### config.mk
export PLATFORM = sky130hd
export DESIGN_NAME = axis_traffic_gen
export DESIGN_NICKNAME = d
export VERILOG_FILES = /design/src/rtl/axis_traffic_gen.sv
export SDC_FILE = /design/constraint.sdc
export NUM_CORES = 1
export LEC_CHECK = 0
export BUFFER_PORTS_ARGS = -buffer_cell sky130_fd_sc_hd__buf_2
export CAP_MARGIN = 5
export CORE_MARGIN = 2
export CORE_UTILIZATION = 55
export DETAILED_ROUTE_END_ITERATION = 10
export GPL_TIMING_DRIVEN = 1
export HOLD_SLACK_MARGIN = 0.06
export PLACE_DENSITY = 0.75
export SLEW_MARGIN = 20
export SYNTH_ARGS = -nofsm -noshare
export SYNTH_HDL_FRONTEND = slang
export SYNTH_SLANG_ARGS = --single-unit
### constraint.sdc
create_clock -name i_clk -period 4.89 [get_ports i_clk]
set_input_delay 0.2445 -clock i_clk [delete_from_list [all_inputs] [get_ports i_clk]]
set_output_delay 0.2445 -clock i_clk [all_outputs]
set_load 0.02 [all_outputs]
### src/rtl/axis_traffic_gen.sv
// AXI-Stream traffic generator: emits packets of counter or LFSR data
// with byte-accurate tkeep and tlast.
module axis_traffic_gen #(
    parameter int          DATA_WIDTH = 32,
    parameter int          LEN_WIDTH  = 16,
    parameter int          CNT_WIDTH  = 16,
    parameter logic [31:0] LFSR_SEED  = 32'hACE1_0001
) (
    input  logic                    i_clk,
    input  logic                    i_rst,
    input  logic                    i_start,
    input  logic                    i_mode,
    input  logic [LEN_WIDTH-1:0]    i_pkt_len,
    input  logic [CNT_WIDTH-1:0]    i_pkt_count,
    output logic                    o_busy,
    output logic                    o_done,
    output logic [DATA_WIDTH-1:0]   m_axis_tdata,
    output logic [DATA_WIDTH/8-1:0] m_axis_tkeep,
    output logic                    m_axis_tlast,
    output logic                    m_axis_tvalid,
    input  logic                    m_axis_tready
);

    localparam int BYTES = DATA_WIDTH / 8;
    localparam int WORDS = DATA_WIDTH / 32;
    localparam int SH    = $clog2(BYTES);
    localparam int WSH   = $clog2(WORDS);

    typedef enum logic [1:0] {
        IDLE = 2'd0,
        SEND = 2'd1,
        DONE = 2'd2
    } state_t;

    state_t               state_q, state_d;
    logic                 mode_q, mode_d;
    logic [LEN_WIDTH-1:0] len_q, len_d;
    logic [LEN_WIDTH-1:0] beat_q, beat_d;
    logic [CNT_WIDTH-1:0] cnt_q, cnt_d;
    logic [CNT_WIDTH-1:0] pkt_q, pkt_d;
    logic [31:0]          n_q, n_d;
    logic [31:0]          lfsr_q, lfsr_d;

    logic [LEN_WIDTH-1:0] beats;
    logic [SH-1:0]        rem;
    logic [31:0]          lfsr_nxt;
    logic [31:0]          base;
    logic                 last_beat;
    logic                 fire;

    // Split the ceiling so a maximal length cannot overflow the counter
    assign rem       = len_q[SH-1:0];
    assign beats     = (len_q >> SH) + LEN_WIDTH'(rem != '0);
    assign last_beat = (beat_q == beats - LEN_WIDTH'(1));
    assign lfsr_nxt  = {lfsr_q[30:0],
                        lfsr_q[31] ^ lfsr_q[21] ^ lfsr_q[1] ^ lfsr_q[0]};
    assign base      = n_q << WSH;

    assign m_axis_tvalid = (state_q == SEND);
    assign fire          = m_axis_tvalid & m_axis_tready;
    assign o_busy        = (state_q != IDLE);
    assign o_done        = (state_q == DONE);

    always_comb begin
        state_d = state_q;
        mode_d  = mode_q;
        len_d   = len_q;
        cnt_d   = cnt_q;
        beat_d  = beat_q;
        pkt_d   = pkt_q;
        n_d     = n_q;
        lfsr_d  = lfsr_q;
        unique case (state_q)
            IDLE: begin
                if (i_start) begin
                    mode_d  = i_mode;
                    len_d   = i_pkt_len;
                    cnt_d   = i_pkt_count;
                    beat_d  = '0;
                    pkt_d   = '0;
                    n_d     = '0;
                    lfsr_d  = LFSR_SEED;
                    state_d = (i_pkt_len == '0 || i_pkt_count == '0)
                              ? DONE : SEND;
                end
            end
            SEND: begin
                if (fire) begin
                    n_d    = n_q + 32'd1;
                    lfsr_d = lfsr_nxt;
                    if (last_beat) begin
                        beat_d = '0;
                        if (pkt_q == cnt_q - CNT_WIDTH'(1)) begin
                            state_d = DONE;
                        end else begin
                            pkt_d = pkt_q + CNT_WIDTH'(1);
                        end
                    end else begin
                        beat_d = beat_q + LEN_WIDTH'(1);
                    end
                end
            end
            DONE: state_d = IDLE;
            default: state_d = IDLE;
        endcase
    end

    // Beat outputs derive only from registers, so they hold during stalls
    always_comb begin
        m_axis_tdata = '0;
        m_axis_tkeep = '0;
        m_axis_tlast = 1'b0;
        if (m_axis_tvalid) begin
            for (int j = 0; j < WORDS; j++) begin
                m_axis_tdata[j*32 +: 32] = mode_q ? (lfsr_q ^ 32'(j))
                                                  : (base + 32'(j));
            end
            for (int b = 0; b < BYTES; b++) begin
                m_axis_tkeep[b] = !last_beat || (rem == '0)
                                  || (b < int'(rem));
            end
            m_axis_tlast = last_beat;
        end
    end

    always_ff @(posedge i_clk) begin
        if (i_rst) begin
            state_q <= IDLE;
            mode_q  <= 1'b0;
            len_q   <= '0;
            cnt_q   <= '0;
            beat_q  <= '0;
            pkt_q   <= '0;
            n_q     <= '0;
            lfsr_q  <= LFSR_SEED;
        end else begin
            state_q <= state_d;
            mode_q  <= mode_d;
            len_q   <= len_d;
            cnt_q   <= cnt_d;
            beat_q  <= beat_d;
            pkt_q   <= pkt_d;
            n_q     <= n_d;
            lfsr_q  <= lfsr_d;
        end
    end

endmodule

# Word level (Yosys, flattened, before mapping)
# Cells that the tools add are included.
[classes]
addsub = 6
order_cmp = 3
n_eq_ne = 9
n_mux = 24
n_bitwise = 4
reduce_logical = 17
[ops]
columns = ["operator", "n"]
rows = [
  ["$mux W32", 6],
  ["$pmux W32 S2", 2],
  ["$mux W16", 6],
  ["$pmux W16 S2", 2],
  ["$add A16 B1 Y16 const B", 2],
  ["$add A32 B1 Y32 const B", 1],
  ["$eq A16 B16 Y1", 2],
  ["$logic_not A16 Y1", 2],
  ["$sub A15 B1 Y16 const B", 1],
  ["$sub A16 B1 Y16 const B", 1],
  ["$add A14 B1 Y15", 1],
  ["$mux W2", 5],
  ["$ne A2 B1 Y1 const B", 3],
  ["$reduce_bool A2 Y1", 3],
  ["$logic_or A1 B1 Y1", 5],
  ["$reduce_and A5 Y1", 1],
  ["$logic_not A2 Y1", 2],
  ["$lt A1 B2 Y1 const A", 2],
  ["$mux W4", 1],
  ["$ne A2 B2 Y1 const B", 2],
  ["$pmux W2 S2", 1],
  ["$reduce_and A4 Y1", 1],
  ["$reduce_and A3 Y1", 1],
  ["$xor A1 B1 Y1", 3],
  ["other kinds (7)", 7],
]
[word_totals]
reg_bits = 131
inputBits = 37
out_inout_bits = 40
wordCells = 71

# Logic depth before layout (Yosys ltp)
# Gate-level depths: netlist (run 1).
[logic_depth]
depth_word = 8
ltp_mapped = 14
ltp_nobuf = 12

# Least setup slack after synthesis (run 1)
# OpenSTA, ideal clock, no wires.
[synth_path]
path_type = "flip-flop to flip-flop"
startpoint = "register len_q[0]"
endpoint = "register pkt_q[14]"
setup_time_ns = 0.071
arrival_time_ns = 3.047
required_time_ns = 4.819
path_slack_ns = 1.772
path_stages_with_launch = 15
n_path_buf = 2
period_less_slack_ns = 3.118
path_cell_list = "dfxtp_1 > nor2_1 > ha_1 > ha_1 > buf_2 > nor3b_2 > nand3_1 > xor2_1 > a2111oi_0 > and4bb_1 > a31o_4 > buf_6 > nand4_2 > or3_1 > a21oi_1"
[synth_via]
elab_chain_len = 6
[synth_lines]
columns = ["item", "line_no", "rtl"]
rows = [
  ["start: declaration", "37", "logic [LEN_WIDTH-1:0] len_q, len_d;"],
  ["start signal: assignment", "139", "len_q <= len_d;"],
  ["$reduce_bool A2 Y1", "53", "assign beats = (len_q >> SH) + LEN_WIDTH'(rem != '0);"],
  ["$add A14 B1 Y15", "53", ""],
  ["$sub A15 B1 Y16", "54", "assign last_beat = (beat_q == beats - LEN_WIDTH'(1));"],
  ["$eq A16 B16 Y1", "54", ""],
  ["$ne A2 B1 Y1 (no line)", "-", ""],
  ["$reduce_and A5 Y1 (no line)", "-", ""],
  ["end signal: assignment", "142", "pkt_q <= pkt_d;"],
  ["end: declaration", "40", "logic [CNT_WIDTH-1:0] pkt_q, pkt_d;"],
]
# Every way passes these cells.
# A chain may end at the register's enable or synchronous reset.

# Final worst setup path (run 1)
[layout_path]
startpoint = "register len_q[0]"
endpoint = "output port m_axis_tkeep[2]"
[layout_via]
elab_chain_len = 8
word_cells_on_any_way = 10
cone_classes = "2 x add/sub; 1 x order compare; 1 x eq/ne; 1 x mux; 5 x reduce/logical"
[layout_lines]
columns = ["item", "line_no", "rtl"]
rows = [
  ["$reduce_bool A2 Y1", "53", ""],
  ["$add A14 B1 Y15", "53", ""],
  ["$sub A15 B1 Y16", "54", ""],
  ["$eq A16 B16 Y1", "54", ""],
  ["$logic_not A1 Y1", "119", "m_axis_tkeep[b] = !last_beat || (rem == '0)"],
  ["$logic_or A1 B1 Y1", "119", ""],
  ["$logic_or A1 B1 Y1 *", "120", "|| (b < int'(rem));"],
  ["$mux W4 *", "113", "if (m_axis_tvalid) begin"],
  ["end: declaration", "18", "output logic [DATA_WIDTH/8-1:0] m_axis_tkeep,"],
]
# Mark *: on every way between the ends. The rest lies on a longest branch, timed or not.

==> metrics.csv, run 1 <==
metric;value;unit
Die H;118;um
Worst path slowest cell;nor4_1;
initial antenna violation count;0;
clk_skew;0.00674;ns
Die W;118;um
fin crit period;3.87;ns
critical path's top delay family;simple AND/OR/NAND/NOR gates;
xor and xnor area share after synthesis;10.7;%
# clock sinks;131;
post-synth top area cell;dfxtp_1;
first-pass GRT wire length;28900;um
crit-path cells;nor2_1 -> ha_1 -> ha_1 -> nor3b_2 -> nand2_1 -> a2111oi_0 -> nand3_1 -> nor4_1 -> a21oi_1 -> buf_2;
CTS max path bufs;2;
Reg clk slew, reported paths;0.06;ns
Post-Syn Nets;952;
largest family of logic cells by synthesized area;simple AND/OR/NAND/NOR gates;
Net count, final;1001;
DRT iter0 DRCs;470;
Max-Cap Viols;0;
most frequent cell after synthesis;nand2_1;
CP endpoint kind;output port;
Synth-to-Final Area Change;14.9;%
endpoints failing setup;0;
grt ovf;0;
post-synthesis compound-gate area fraction;11.6;%
Max stage delay on crit path;0.53;ns
max_slew headroom;30.8;%
fmax;0.258;GHz
Max VDD drop;0.222;mV
total iterations of the first detailed-routing run;5;
diode count;0;
status;finished clean;
via/cell ratio;5.63;
IO Port Bufs;76;
via count;6431;
post-CTS sizing;0;
Die ar.;13800;um2
PwrDens;339;nW/um2
Synth top area share;37.0;%
number of synthesis warnings;0;
largest net degree at the start of global routing;69;
CTS Buf Count;17;
clock latency on the worst-skew pair;0.43;ns
routed length on met3;914;um
most frequent CP cell;ha_1;
top_reg_cell synth;dfxtp_1;
synthesis-stage register bit count;131;
Fin Setup TNS;0;ns
RD Place Congestion;0.891;
buffers plus inverters on the worst setup path;1;
Final Cycle Share;79.2;%
Tightest Pin Transition;1.04;ns
layout cells sized above 1;13.4;%
leakage;3.06;nW
Max Used Layer;met4;
H-tree levels;4;
core area;12600;um2
Final Power;0.00277;W
Met2 Wirelength;8050;um
setup bufs post-CTS;0;
row count;41;
Remaining DRCs;0;
CP Class;reg2out;
Worst Hold Class;in2reg;
fin. max-slew vios;0;
Final Hold Vio Count;0;
vias in the first global route;6035;
worst r2r src;len_q[0];
worst hold start;i_pkt_len[3];
RSZ-0062 raised after global routing;false;
Synth Area in Simple Gates;30.4;%
CP startpoint kind;flip-flop;
critical path launch point;len_q[0];
post-route ant nets;0;
Mapped Area;7100;um2
Ports;77;
sequential share of the synthesized area;37.0;%
initial core utilization;56.2;%
Synth area leaders;dfxtp_1, nand2_1, nor2_1, xor2_1, mux2i_1;
clock root cell;clkbuf_16;
post-synthesis mux area share;5.38;%
drt wl/cell;15.0;um
fillers;1144;
GR Util All Layers;25.4;%
CTS tree;done;
post-DP HPWL;11700;um
flop-to-flop setup slack;1.23;ns
Post-Route WL;17200;um
Post-synth top cells;nand2_1, dfxtp_1, nor2_1, a21oi_1, nand3_1;
Yosys cell types;66;
Mapped Cells;909;
area share of fa/ha/maj cells after synthesis;1.06;%
worst-path fanout max;9;
CTS Hold Bufs;2;
Worst EP required;4.65;ns
Worst EP arrival;3.63;ns
Synth async-reset ratio;0;%
met1 wire length;7850;um
number of synthesized flops with an enable pin;0;
Avg Inst Size Synth;7.81;um2
[power by group]
part	switching, W	total, W	internal (W)
clock	0.000479	0.00131	0.000829
combinational	0.000198	0.000324	0.000126
sequential	0.0000437	0.00114	0.00109
total	0.000721	0.00277	0.00205
[path summary, 6_finish.rpt]
| kind | depth (start not counted) | to |
|---|---|---|
| setup / recovery | 10 | m_axis_tkeep[2] |
| hold reg to reg | 2 | len_q[2] |
| setup reg to reg | 11 | beat_q[5] |
| hold / removal | 3 | len_q[3] |
[cells by family (layout without fill, tap and decap cells)]
| family | after synthesis | count (layout) |
|---|---|---|
| and+or+nand+nor | 448 | 448 |
| adders and majority gates | 6 | 6 |
| xor gates and xnor gates | 87 | 87 |
| DFF | 131 | 131 |
| buffers and inverters | 67 | 129 |
| AOI/OAI and AO/OA | 132 | 132 |
| muxes | 38 | 38 |
[registers in the layout (all words and copies together), names as in the netlist]
signal	cells
lfsr_q	32
len_q	16
pkt_q	16
beat_q	16
cnt_q	16
state_q	2
mode_q	1
base	32
[final cells by class]
type                       instances  area, um2  share of cell area [%]
multi-input combinational        711       4210                    51.6
timing repair buffer              84        445                    5.46
clock buffer                      20        457                    5.60
clock inverter                    12        156                    1.92
tap                              172        215                    2.64
sequential                       131       2620                    32.2
inverter                          13       48.8                   0.598
[placed cells by master (no fill, tap or decap), types with 3 or more instances in the layout]
cell / instances
o21ai_0: 15
clkinv_4: 5
clkinv_2: 3
nor2b_1: 5
a32oi_1: 3
and2_1: 7
inv_1: 13
xnor2_1: 37
nand2_1: 138
nor4_1: 15
dfxtp_1: 130
buf_2: 76
a21o_1: 3
mux2i_1: 37
buf_4: 6
or3_1: 16
o21bai_1: 3
nand4_1: 20
a2111oi_0: 3
ha_1: 6
and3_1: 15
nor4_2: 3
nor3_1: 15
bufinv_16: 3
nand2b_1: 8
and4_1: 6
nand3_1: 62
a21oi_1: 73
a22oi_1: 3
xor2_1: 50
nor2_1: 116
a31oi_1: 3
nor3b_1: 3
clkbuf_16: 17
or4_1: 5
[worst reg2reg max path, cell delays in order (launching register included)]
cell and delay (ns):
dfxtp_1 0.33, nor2_1 0.15, ha_1 0.21, ha_1 0.34, nor3b_2 0.50, nand2_1 0.19
a2111oi_0 0.45, nand3_1 0.12, nor4_1 0.53, o21ai_1 0.16, nand2b_1 0.44, nor2_1 0.12
[per-stage QoR]
step | utilization, % | worst slack, ns | hold WS, ns | instances | cell area (um2)
2_1_floorplan | - | 1.77 | 0.380 | 909 | 7100
3_3_place_gp | 59.6 | 1.38 | 0.444 | 1109 | 7520
3_5_place_dp | 59.6 | 1.27 | 0.449 | 1109 | 7520
4_1_cts | 64.6 | 1.01 | 0.0604 | 1143 | 8160
5_1_grt | 64.6 | 0.674 | 0.0795 | 1143 | 8160
6_report | 64.6 | 1.02 | 0.0709 | 1143 | 8160
[per-layer routing]
layer	GRT usage [%]	vias up
li1	-	3255
met1	32.0	2991
met2	42.3	158
met3	6.01	27
met4	9.49	0
met5	0	-
Power figures use the tool's default switching activity.
==> run 2: changes to the inputs <==
==> constraint.sdc (replaced) <==
create_clock -name i_clk -period 3.95 [get_ports i_clk]
set_input_delay 0.1975 -clock i_clk [delete_from_list [all_inputs] [get_ports i_clk]]
set_output_delay 0.1975 -clock i_clk [all_outputs]
set_load 0.02 [all_outputs]
==> run 2 against run 1 <==
Setup slack got worse by 0.78 ns. Final cell count increased by 3.0%. Hold slack improved by 0.0064 ns. Critical path type unchanged. Register-to-register slack got worse by 0.79 ns. Clock skew increased by 0.00096 ns. Critical path depth increased by 2. Sequential power increased by 24%. Core utilization increased by 2.4 points. Critical endpoint unchanged. Sequential share of layout area decreased by 1.1 points. Die area unchanged. Clock power increased by 18%. Largest cell class unchanged. Count of clock-buffer cells in the layout unchanged.
==> metrics.csv, run 2 (same netlist as run 1, synthesis figures left out) <==
metric;value;unit
Max VDD drop;0.288;mV
H-tree levels;4;
Die W;118;um
clock network power share;45.6;%
register area;2620;um2
Ports;77;
fin crit period;3.71;ns
CTS tree;done;
fillers;1111;
max_slew headroom;30.9;%
IO Port Bufs;76;
Post-Route WL;18200;um
Net count, final;1035;
cells on worst reg2reg path;13;
initial core utilization;56.2;%
CTS max path bufs;2;
hold path cells;3;
Pint;0.00248;W
Worst EP arrival;3.51;ns
clk_skew;0.00770;ns
layout cells sized above 1;13.3;%
Worst Hold Class;in2reg;
vias in the first global route;6133;
grt ovf;0;
row count;41;
Die ar.;13800;um2
most frequent cells in the layout;nand2_1, dfxtp_1, nor2_1;
Max-Cap Viols;0;
Comb power frac;12.9;%
CTS Buf Count;17;
most common cell after layout, fill and taps aside;nand2_1;
Final Cycle Share;94.0;%
Final Hold Vio Count;0;
Flop pwr share;41.6;%
Remaining DRCs;0;
CP startpoint kind;flip-flop;
worst r2r src;len_q[0];
Synth-to-Final Area Change;19.1;%
post-route ant nets;0;
leakage;3.19;nW
initial antenna violation count;1;
endpoints failing setup;0;
diode count;0;
via count;6672;
status;finished clean;
Die H;118;um
post-DP HPWL;11600;um
flop-to-flop setup slack;0.44;ns
RR Endpoint;beat_q[11];
sw frac;26.8;%
# clock sinks;131;
clock latency on the worst-skew pair;0.43;ns
GR Util All Layers;26.1;%
Tightest Pin Transition;1.04;ns
CP Class;reg2out;
total iterations of the first detailed-routing run;5;
RD Place Congestion;0.953;
drt wl/cell;15.5;um
Worst EP required;3.75;ns
clock root cell;clkbuf_16;
Fin Setup TNS;0;ns
core area;12600;um2
largest net degree at the start of global routing;41;
Reg clk slew, reported paths;0.06;ns
via/cell ratio;5.67;
fmax;0.269;GHz
DRT iter0 DRCs;465;
fin. max-slew vios;0;
Multi-input gate area;4220;um2
Hold EP;cnt_q[8];
CP endpoint kind;output port;
Net Switching;0.000908;W
Final Power;0.00339;W
first-pass GRT wire length;29500;um
worst-path fanout max;9;
PwrDens;400;nW/um2
worst hold start;i_pkt_count[8];
[run 2: how the worst max path moves through the flow]
stage	end	start
floorplan	pkt_q[14]	len_q[0]
global placement	pkt_q[15]	len_q[0]
detailed placement	beat_q[11]	len_q[0]
CTS	m_axis_tkeep[1]	len_q[0]
global route	m_axis_tkeep[1]	len_q[0]
finish	m_axis_tkeep[2]	len_q[0]
[run 2: timing repair]
item	CTS	global route
setup buffers	0	2
resized for setup	0	1
setup endpoints to repair	0	22
hold buffers	31	0
endpoints found under the hold margin	31	0
[run 2: area by class of cell]
cell class	count	area share, %
Inverter	13	0.577
Clock inverter	12	1.57
Tap cell	172	2.55
Multi-Input combinational cell	711	49.9
Clock buffer	20	5.28
Sequential cell	131	31.0
Timing Repair Buffer	118	9.14
[run 2: layer usage]
layer	up-vias	GRT usage, %	share of wire, %
li1	3322	-	-
met1	3108	32.7	45
met2	202	43.6	47
met3	38	6.15	5.8
met4	2	9.71	2.2
met5	-	0	0.038
[run 2: critical path: stages (launching register included)]
cell	delay, ns
dfxtp_1	0.33
nor2_1	0.15
ha_1	0.21
ha_1	0.37
nor3b_4	0.37
buf_4	0.17
nand3_1	0.07
o31a_1	0.14
a2111oi_0	0.30
nand3_1	0.12
nor4_1	0.50
a21oi_1	0.18
buf_2	0.19
[run 2: power groups by stage]
stage                     logic (W)  registers [W]  clock network (W)
final                      0.000436        0.00141            0.00154
after global routing       0.000480        0.00141            0.00161
after CTS                  0.000422        0.00141            0.00155
after detailed placement   0.000396        0.00143                  0
after global placement     0.000393        0.00143                  0
after floorplan            0.000319        0.00141                  0
[run 2: metrics by stage]
stage	instance area (um2)	instances	utilization (%)	setup slack, ns	hold WS [ns]
after detailed placement	7540	1112	59.8	0.403	0.450
after global routing	8460	1177	67.0	-0.0238	0.0736
after floorplan	7100	909	-	0.832	0.333
final	8460	1177	67.0	0.238	0.0773
after CTS	8430	1175	66.8	0.174	0.0653
after global placement	7540	1112	59.8	0.462	0.439
==> run 3: changes to the inputs <==
--- a/config.mk
+++ b/config.mk
@@ -7,6 +7,7 @@
 export LEC_CHECK = 0
 export BUFFER_PORTS_ARGS = -buffer_cell sky130_fd_sc_hd__buf_2
 export CAP_MARGIN = 5
+export CORE_ASPECT_RATIO = 1.2
 export CORE_MARGIN = 2
 export CORE_UTILIZATION = 55
 export DETAILED_ROUTE_END_ITERATION = 10
==> run 3 against run 2 <==
Core utilization is 0.58 points higher. Hold slack improved by 0.015 ns. Via count is 0.31% lower. First-iteration DRC count decreased by 19%. Register-to-register slack is essentially flat. Highest routed layer is now met4.
==> metrics.csv, run 3 (same netlist as run 1, synthesis figures left out) <==
metric;value;unit
Max-Cap Viols;0;
fin crit period;3.69;ns
Synth-to-Final Area Change;20.1;%
GR Util met2;46.5;%
via/cell ratio;5.69;
Net Switching;0.000909;W
clock root cell;clkbuf_16;
Die ar.;13800;um2
Die W;108;um
Fin Setup TNS;0;ns
drt wl/cell;15.7;um
max_slew headroom;46.5;%
Pint;0.00269;W
first-pass GRT wire length;29900;um
non-filler instance count after layout;1168;
most common cell after layout, fill and taps aside;nand2_1;
Die H;128;um
fin. max-slew vios;0;
Comb power frac;12.1;%
Post-Route WL;18400;um
Final Power;0.00360;W
CTS tree;done;
Worst Hold Class;in2reg;
clock latency on the worst-skew pair;0.42;ns
sw frac;25.3;%
Remaining DRCs;0;
post-route ant nets;0;
DRT iter0 DRCs;378;
initial antenna violation count;0;
# clock sinks;131;
Max VDD drop;0.254;mV
Flop pwr share;39.0;%
H-tree levels;4;
vias in the first global route;6266;
PwrDens;422;nW/um2
GR Util All Layers;27.0;%
status;finished clean;
Net count, final;1034;
row count;45;
Final Hold Vio Count;0;
met3 Usage GRT;7.09;%
fin util;67.6;%
leakage;3.22;nW
via count;6651;
Ports;77;
hold path cells;3;
CTS Buf Count;17;
final setup margin;0.259;ns
Place WS;0.322;ns
layout cells sized above 1;13.1;%
CP Class;reg2out;
cells on worst reg2reg path;12;
initial core utilization;56.3;%
grt ovf;0;
total iterations of the first detailed-routing run;5;
Reg clk slew, reported paths;0.06;ns
worst-path fanout max;9;
IO Port Bufs;76;
Worst EP arrival;3.49;ns
endpoints failing setup;0;
CTS max path bufs;2;
CP startpoint kind;flip-flop;
fmax;0.271;GHz
RSZ-0062 raised after global routing;false;
placed insts;1104;
largest net degree at the start of global routing;44;
fillers;1079;
most frequent cells in the layout;nand2_1, dfxtp_1, nor2_1;
CP endpoint kind;output port;
Tightest Pin Transition;0.802;ns
GRT Max-Usage Layer;met2;
clk_skew;0.0123;ns
diode count;0;
clock network power share;48.9;%
core area;12600;um2
post-DP HPWL;12000;um
Worst EP required;3.75;ns
met1 Usage GRT;32.2;%
RD Place Congestion;0.915;
Final Cycle Share;93.4;%
## run 3: cell types whose count changed in the layout (fill, tap and decap cells not counted)
cell           delta
clkinv_2          -3
buf_4             -2
clkbuf_8          +1
inv_6             -1
dlygate4sd3_1     +1
clkinv_4          +2
bufinv_16         +3
clkinvlp_4        -2
## run 3: worst paths after layout
path	start	end	slack (ns)
max	len_q[1]	m_axis_tkeep[1]	0.26
min	i_start	state_q[0]	0.09
max reg2reg	len_q[1]	pkt_q[15]	0.43
min reg2reg	lfsr_q[6]	lfsr_q[6]	0.47
## run 3: critical path: stages (launching register included)
cell	delay, ns
dfxtp_1	0.34
nor2_1	0.15
ha_1	0.21
ha_1	0.35
nor3b_4	0.41
nand3_1	0.14
xor2_1	0.18
a2111oi_0	0.39
and4bb_1	0.32
nand2_1	0.08
o21a_1	0.18
a21o_1	0.16
buf_2	0.16
## run 3: power by group through the flow
| stage | Clock, W | Sequential, W | Combinational [W] |
|---|---|---|---|
| 2_1_floorplan | 0 | 0.00141 | 0.000319 |
| 3_3_place_gp | 0 | 0.00143 | 0.000396 |
| 3_5_place_dp | 0 | 0.00143 | 0.000400 |
| 4_1_cts | 0.00178 | 0.00140 | 0.000429 |
| 5_1_grt | 0.00184 | 0.00141 | 0.000477 |
| 6_report | 0.00176 | 0.00140 | 0.000434 |
## run 3: repair_timing
item / CTS / global route
hold endpoints to repair: 32 / 0
hold buffers: 32 / 0
resized for setup: 0 / 1
setup endpoints to repair: 0 / 2
setup buffers: 0 / 0
## run 3: through the flow
stage,hold slack [ns],area (um2)
2_1_floorplan,0.333,7100
3_3_place_gp,0.442,7530
3_5_place_dp,0.455,7530
4_1_cts,0.0789,8520
5_1_grt,0.119,8520
6_report,0.0920,8520
## run 3: area by class of cell
cell class              instances  area, um2  area share (%)
inverters                      13       48.8           0.573
clock inverters                11        201            2.36
clock buffers                  21        460            5.40
flip-flops and latches        131       2620            30.8
well taps                     164        205            2.41
repair buffers                117        768            9.01
multi-input cells             711       4220            49.5
## run 3: per-layer routing
metal / wire [um] / part of all wire [%] / vias to the layer above
met3: 1140 / 6.2 / 35
met5: 0 / 0 / -
met2: 8990 / 49 / 194
li1: - / - / 3323
met1: 7790 / 42 / 3099
met4: 445 / 2.4 / 0
